File: src/rtl/best_arr_out_sched.sv
// -----------------------------------------------------------------------------
// best_arr_out_sched
//
// Streams the best-match index array out of the best-array SRAM into the
// output FIFO once the search has finished. The memory is walked in host
// order: half-row px, column block x, row y, in-block column xi. Each stored
// index is zero-extended to one FIFO word. The design honours FIFO
// backpressure through a 2-entry skid buffer.
//
// The word arriving on rd_data counts as a valid skid entry in the cycle it
// arrives. It is forwarded straight to the FIFO when the buffer is empty and
// the FIFO can accept it. This gives one word per cycle, and the first enqueue
// comes two cycles after the start pulse.
//
// Ports
//   clk, rst_n     core clock, async active-low reset
//   send_best_arr  start pulse, only sampled in IDLE
//   busy           high from the start cycle until done
//   done           one-cycle pulse after the last word is enqueued
//   rd_en/rd_addr  best-array read request
//   rd_data        read data, valid one cycle after rd_en
//   fifo_wenq      output FIFO enqueue
//   fifo_wdata     output FIFO word {zeros, index}
//   fifo_wfull_n   FIFO can accept a word this cycle
//   stall_cycles   (only with OUTSCHED_STALL_CNT_EN) counts the cycles in
//                  which a word is held back by fifo_wfull_n
//
// Optional feature macro: OUTSCHED_STALL_CNT_EN
// -----------------------------------------------------------------------------
module best_arr_out_sched #(
  parameter int DATA_WIDTH = 11,
  parameter int IDX_WIDTH  = 9,
  parameter int ROW_SIZE   = 26,
  parameter int COL_SIZE   = 19,
  parameter int BLOCKING   = 4,
  parameter int ADDRW      = $clog2(ROW_SIZE*COL_SIZE)
) (
  input  logic                  clk,
  input  logic                  rst_n,
  input  logic                  send_best_arr,
  output logic                  busy,
  output logic                  done,
  output logic                  rd_en,
  output logic [ADDRW-1:0]      rd_addr,
  input  logic [IDX_WIDTH-1:0]  rd_data,
  output logic                  fifo_wenq,
  output logic [DATA_WIDTH-1:0] fifo_wdata,
  input  logic                  fifo_wfull_n
`ifdef OUTSCHED_STALL_CNT_EN
  ,
  output logic [31:0]           stall_cycles
`endif
);

  localparam int HALF  = ROW_SIZE / 2;
  localparam int NBLK  = (HALF + BLOCKING - 1) / BLOCKING;
  localparam int LASTW = HALF - (NBLK - 1) * BLOCKING;
  localparam int XW    = (NBLK > 1)     ? $clog2(NBLK)     : 1;
  localparam int YW    = (COL_SIZE > 1) ? $clog2(COL_SIZE) : 1;
  localparam int XIW   = (BLOCKING > 1) ? $clog2(BLOCKING) : 1;

  typedef enum logic [1:0] {
    S_IDLE,
    S_ISSUE,
    S_DRAIN,
    S_DONE
  } state_t;

  state_t state, state_nxt;

  // Loop counters
  logic           px;
  logic [XW-1:0]  x;
  logic [YW-1:0]  y;
  logic [XIW-1:0] xi;
  logic [XIW-1:0] xi_last;
  logic           last_addr;

  // Skid buffer. skid[0] is the head.
  logic [IDX_WIDTH-1:0] skid [2];
  logic [1:0]           skid_cnt;
  logic                 inflight;   // a read was issued last cycle
  logic [1:0]           occ;        // buffered words plus the word arriving now
  logic                 head_valid;
  logic [IDX_WIDTH-1:0] head_data;
  logic                 pop_buf;
  logic                 push;

  // The last block of a half-row may be narrower. Columns past the half-row
  // are never visited, so they cost no cycle.
  assign xi_last   = (x == XW'(NBLK - 1)) ? XIW'(LASTW - 1) : XIW'(BLOCKING - 1);
  assign last_addr = px && (x == XW'(NBLK - 1)) && (y == YW'(COL_SIZE - 1)) &&
                     (xi == xi_last);

  assign rd_addr = ADDRW'(px) * ADDRW'(HALF) + ADDRW'(y) * ADDRW'(ROW_SIZE) +
                   ADDRW'(x) * ADDRW'(BLOCKING) + ADDRW'(xi);

  assign occ        = skid_cnt + {1'b0, inflight};
  assign head_valid = (skid_cnt != 2'd0) || inflight;
  assign head_data  = (skid_cnt != 2'd0) ? skid[0] : rd_data;
  assign fifo_wenq  = head_valid && fifo_wfull_n;
  assign fifo_wdata = head_valid ? DATA_WIDTH'(head_data) : '0;

  // An arriving word that is not forwarded this cycle is stored.
  assign pop_buf = (skid_cnt != 2'd0) && fifo_wfull_n;
  assign push    = inflight && !((skid_cnt == 2'd0) && fifo_wfull_n);

  // ---------------------------------------------------------------------------
  // FSM
  // ---------------------------------------------------------------------------
  // NOTE: sequential state uses non-blocking assignments so every register
  // samples the pre-edge values; blocking assignments here would create
  // order-dependent simulation races.
  always_ff @(posedge clk or negedge rst_n) begin
    if (!rst_n) state <= S_IDLE;
    else        state <= state_nxt;
  end

  // NOTE: every output of this block gets a default first, so no path leaves
  // a signal unassigned and no latch is inferred.
  always_comb begin
    state_nxt = state;
    busy      = 1'b0;
    done      = 1'b0;
    rd_en     = 1'b0;
    unique case (state)
      S_IDLE: begin
        if (send_best_arr) begin
          busy      = 1'b1;
          state_nxt = S_ISSUE;
        end
      end
      S_ISSUE: begin
        busy  = 1'b1;
        // Only issue when the skid buffer can absorb the read even if the
        // FIFO stalls.
        rd_en = (occ < 2'd2);
        if (rd_en && last_addr) state_nxt = S_DRAIN;
      end
      S_DRAIN: begin
        busy = 1'b1;
        // Leave once the only pending word, if any, is being enqueued now.
        if (occ == {1'b0, fifo_wenq}) state_nxt = S_DONE;
      end
      S_DONE: begin
        done      = 1'b1;
        state_nxt = S_IDLE;
      end
      default: state_nxt = S_IDLE;
    endcase
  end

  // ---------------------------------------------------------------------------
  // Loop counters. They wrap back to zero after the final address.
  // ---------------------------------------------------------------------------
  always_ff @(posedge clk or negedge rst_n) begin
    if (!rst_n) begin
      px <= 1'b0;
      x  <= '0;
      y  <= '0;
      xi <= '0;
    end else if (rd_en) begin
      if (xi == xi_last) begin
        xi <= '0;
        if (y == YW'(COL_SIZE - 1)) begin
          y <= '0;
          if (x == XW'(NBLK - 1)) begin
            x  <= '0;
            px <= ~px;
          end else begin
            x <= x + XW'(1);
          end
        end else begin
          y <= y + YW'(1);
        end
      end else begin
        xi <= xi + XIW'(1);
      end
    end
  end

  // ---------------------------------------------------------------------------
  // Skid buffer
  // ---------------------------------------------------------------------------
  // NOTE: the two data entries are reset along with the occupancy. This is
  // cheap at this size, and it keeps the buffer contents free of X after
  // reset. The occupancy alone already guarantees that stale data is never
  // sent.
  always_ff @(posedge clk or negedge rst_n) begin
    if (!rst_n) begin
      inflight <= 1'b0;
      skid_cnt <= 2'd0;
      skid[0]  <= '0;
      skid[1]  <= '0;
    end else begin
      inflight <= rd_en;
      unique case ({push, pop_buf})
        2'b10: begin
          // When a word is arriving the occupancy is 0 or 1, never 2.
          skid[skid_cnt[0]] <= rd_data;
          skid_cnt          <= skid_cnt + 2'd1;
        end
        2'b01: begin
          skid[0]  <= skid[1];
          skid_cnt <= skid_cnt - 2'd1;
        end
        2'b11: begin
          // One entry is popped and the arriving word takes its place. The
          // occupancy stays the same.
          skid[0] <= rd_data;
        end
        default: ;
      endcase
    end
  end

`ifdef OUTSCHED_STALL_CNT_EN
  always_ff @(posedge clk or negedge rst_n) begin
    if (!rst_n) begin
      stall_cycles <= '0;
    end else if (state == S_IDLE && send_best_arr) begin
      stall_cycles <= '0;
    end else if (head_valid && !fifo_wfull_n) begin
      stall_cycles <= stall_cycles + 32'd1;
    end
  end
`endif

endmodule

File: config.mk
export PLATFORM = sky130hd
export DESIGN_NAME = best_arr_out_sched
export DESIGN_NICKNAME = d
export VERILOG_FILES = /design/src/rtl/best_arr_out_sched.sv
export SDC_FILE = /design/constraint.sdc
export NUM_CORES = 1
export LEC_CHECK = 0
export ABC_AREA = 0
export CAP_MARGIN = 20
export CORE_MARGIN = 2
export CORE_UTILIZATION = 45
export CTS_CLUSTER_SIZE = 40
export DETAILED_ROUTE_END_ITERATION = 16
export PLACE_DENSITY = 0.68
export SYNTH_ARGS = -nofsm -noshare
export SYNTH_HDL_FRONTEND = slang
export SYNTH_SLANG_ARGS = --single-unit
File: constraint.sdc
create_clock -name clk -period 7.55 [get_ports clk]
set_input_delay 1.8875 -clock clk [delete_from_list [all_inputs] [get_ports clk]]
set_output_delay 1.8875 -clock clk [all_outputs]
set_load 0.1 [all_outputs]
==> results.md <==
- Dpl hpwl: 3.35 mm
- Vias in the first global route: 1912
- Slowest-stage cell, CP: clkdlybuf4s50_1
- Full die area: between 6000 and 7000 µm²
- Syn-to-layout area delta: 20.2%
- Worst Skew: 12.7 ps
- Seq/Total Area, Yosys: 0.332
- Clock slew at reported path FFs: 60 ps
- Number of flops mapped to enable cells by yosys: 0
- Status: finished, final reports clean
- Most frequently used flop master after synthesis: dfrtp_1
- Setup TNS: 0 ps
- Port bufs: 34
- Final period utilization: 0.786
- Layout cells sized above 1: 0.102
- Total CTS buffers: 5
- Final #Nets: 339
- Gr usage total: 0.168
- Async set-reset flop share out of synthesis: 1.00
- CTS tree: built
- Crit path launch type: input pin
- Cell variety after synth: between 40 and 50
- # DRC: 0
- Hold depth: 2
- DRT antenna net count: 0
- Core ar.: 5410 µm²
- Initial antenna violation count: 0
- TritonRoute pass-1 iters: 4
- Max Fclk: 169 MHz
- Critical Path End Type: output port
- WP buf/inv: 2
- GP Congestion: ~0.76
- Cell family with most CP delay: buffers and inverters
- Arrival @ worst endpoint: just over 4000 ps
- CP Max Fanout: 12
- Cell row count: 27
- Dpl cell area: 2870 µm²
- Tmin final: 5930 ps
- Num ports: 37
- RSZ-0062 raised after global routing: no
- Synth warnings: 0
- WP depth: 3
- Mapped Cells: 259
- Final number of hold-violating endpoints: 0
- Syn avg cell area: 9.59 µm²
- First-pass GRT wire length: 8.37 mm
- CP required: 5660 ps
- H-tree depth: 2
- Worst rel slew slack: 0.345
- Most frequent cell on the critical path: clkdlybuf4s50_1
- Min-delay worst type: reg2reg
- Maximum clock insertion buffer count: 2
- Final WL: about 4.6 mm
- Max-cap violations: 0
- Design area: 2990 µm²
- WL/cell: 12.5 µm
- Initial DRC count: 87
- Die height: 78.3 µm
- Final Setup Violations: 0
- Mapped cell area: approximately 2500 µm²
- Die width: just under 80 µm
- WS Path Type: in2out
- Yosys reg bits: 33
- Worst-skew pair later-pin latency: 290 ps
- GRT overflow: 0
- PostCTS Resize Cnt: 0
- TritonCTS Sinks: 33
- Effective utilization at floorplan: 0.460
- Worst path max stage delay: 1120 ps
- Via/cell ratio: 5.16
- Antenna fix cells: 0
- Hold-fix buffers at CTS: 0
- Largest net degree at the start of global routing: 34
- Worst-path cell chain: clkdlybuf4s50_1, o21a_1, clkdlybuf4s50_1
- Routed vias: approximately 1900
- Post-CTS Setup Bufs: 0
- Worst Tran Pin Value: around 980 ps
- Max-slew violation count: 0
- Root Driver: clkbuf_8
- R2R cell count: 5
[flip-flops by register name, indices dropped and copies added, names as in the netlist]
name / flops
state: 2
y: 5
skid_cnt: 2
inflight: 1
px: 1
x: 2
skid: 18
xi: 2
[cells in the final DEF, fill, tap and decap left out, drive strengths merged, types with 2 or more instances in the layout]
master,Yosys,final
a21o,5,5
nor2b,3,3
dfrtp,33,33
clkdlybuf4s50,0,34
clkbuf,3,7
nor3b,2,2
and3,2,2
ha,29,29
mux2i,3,3
nand3,2,2
or2,3,3
mux2,13,13
conb,1,2
nor3,3,3
o21ai,26,26
o31ai,3,3
xnor2,11,11
nand2,36,36
nor2,10,10
fa,4,4
nand2b,3,3
inv,20,20
xor2,3,3
a22oi,9,9
a31oi,3,3
a21oi,13,13
[Yosys cell counts (2+ instances only)]
cell,number,area (µm²)
nand2b_1,3,18.8
nor2_1,10,37.5
buf_4,3,22.5
a22oi_1,9,67.6
clkbuf_1,3,11.3
o31ai_1,3,22.5
buf_2,2,10.0
and3_1,2,12.5
a21o_1,5,37.5
xnor2_1,10,87.6
mux2i_1,2,20.0
xor2_1,3,26.3
dfrtp_1,33,826
a21oi_1,13,65.1
nor3_1,3,15.0
nand3_1,2,10.0
fa_1,4,80.1
a31oi_1,3,18.8
ha_1,29,363
nor2b_1,2,12.5
nand2_1,35,131
o21ai_0,21,105
mux2_4,3,45.0
o21ai_1,4,20.0
mux2_2,9,101
inv_1,20,75.1
[final timing paths]
check	from	to	slack, ps
max	fifo_wfull_n	fifo_wenq	1620
min reg2reg	skid[11]	skid[11]	490
min	skid[11]	skid[11]	490
min in group asynchronous	rst_n	skid[1]	2000
max reg2reg	inflight	state[1]	5420
max in group asynchronous	rst_n	y[4]	5240
[final cells by class]
type	count	area, µm²
clock buffers	7	86.3
clock inverters	1	30.0
fillers	505	2420
inverters	20	75.1
multi-input cells	198	1530
flip-flops and latches	33	826
well taps	72	90.1
repair buffers	35	348
[metrics by stage]
| stage | hold slack [ps] | util | instances | setup slack, ps |
|---|---|---|---|---|
| 3_3_place_gp | 465 | 0.531 | 358 | 1600 |
| 5_1_grt | 513 | 0.553 | 366 | 1440 |
| 3_5_place_dp | 474 | 0.531 | 358 | 1600 |
| 4_1_cts | 497 | 0.553 | 366 | 1590 |
| 6_report | 494 | 0.553 | 366 | 1620 |
| 2_1_floorplan | 450 | - | 260 | 1600 |
[cell families (layout without fill, tap and decap cells)]
kind of cell,count (synthesis),count (layout),synth area share
flops,33,33,0.332
other cells,1,2,0.00151
xor+xnor,14,14,0.0569
mux,16,16,0.0806
compound gates,65,65,0.164
buf+inv,29,63,0.0524
fa+ha+maj,33,33,0.178
simple gates,68,68,0.134
[routing by layer]
| layer | global-route usage | wire length (µm) | vias to the layer above |
|---|---|---|---|
| li1 | - | - | 959 |
| met1 | 0.220 | 2210 | 904 |
| met2 | 0.281 | 2160 | 22 |
| met3 | 0.0356 | 127 | 5 |
| met4 | 0.0474 | 63 | 0 |
| met5 | 0 | 0 | - |
[worst reg2reg max path: stages, from the launching register on]
cell,delay [ps]
dfrtp_1,700
ha_1,420
xnor2_4,170
a31oi_1,140
a211o_1,290
mux2_4,300
Power is not shown: default switching activity piles up to over one toggle a cycle in this logic, so the estimate is an artifact.
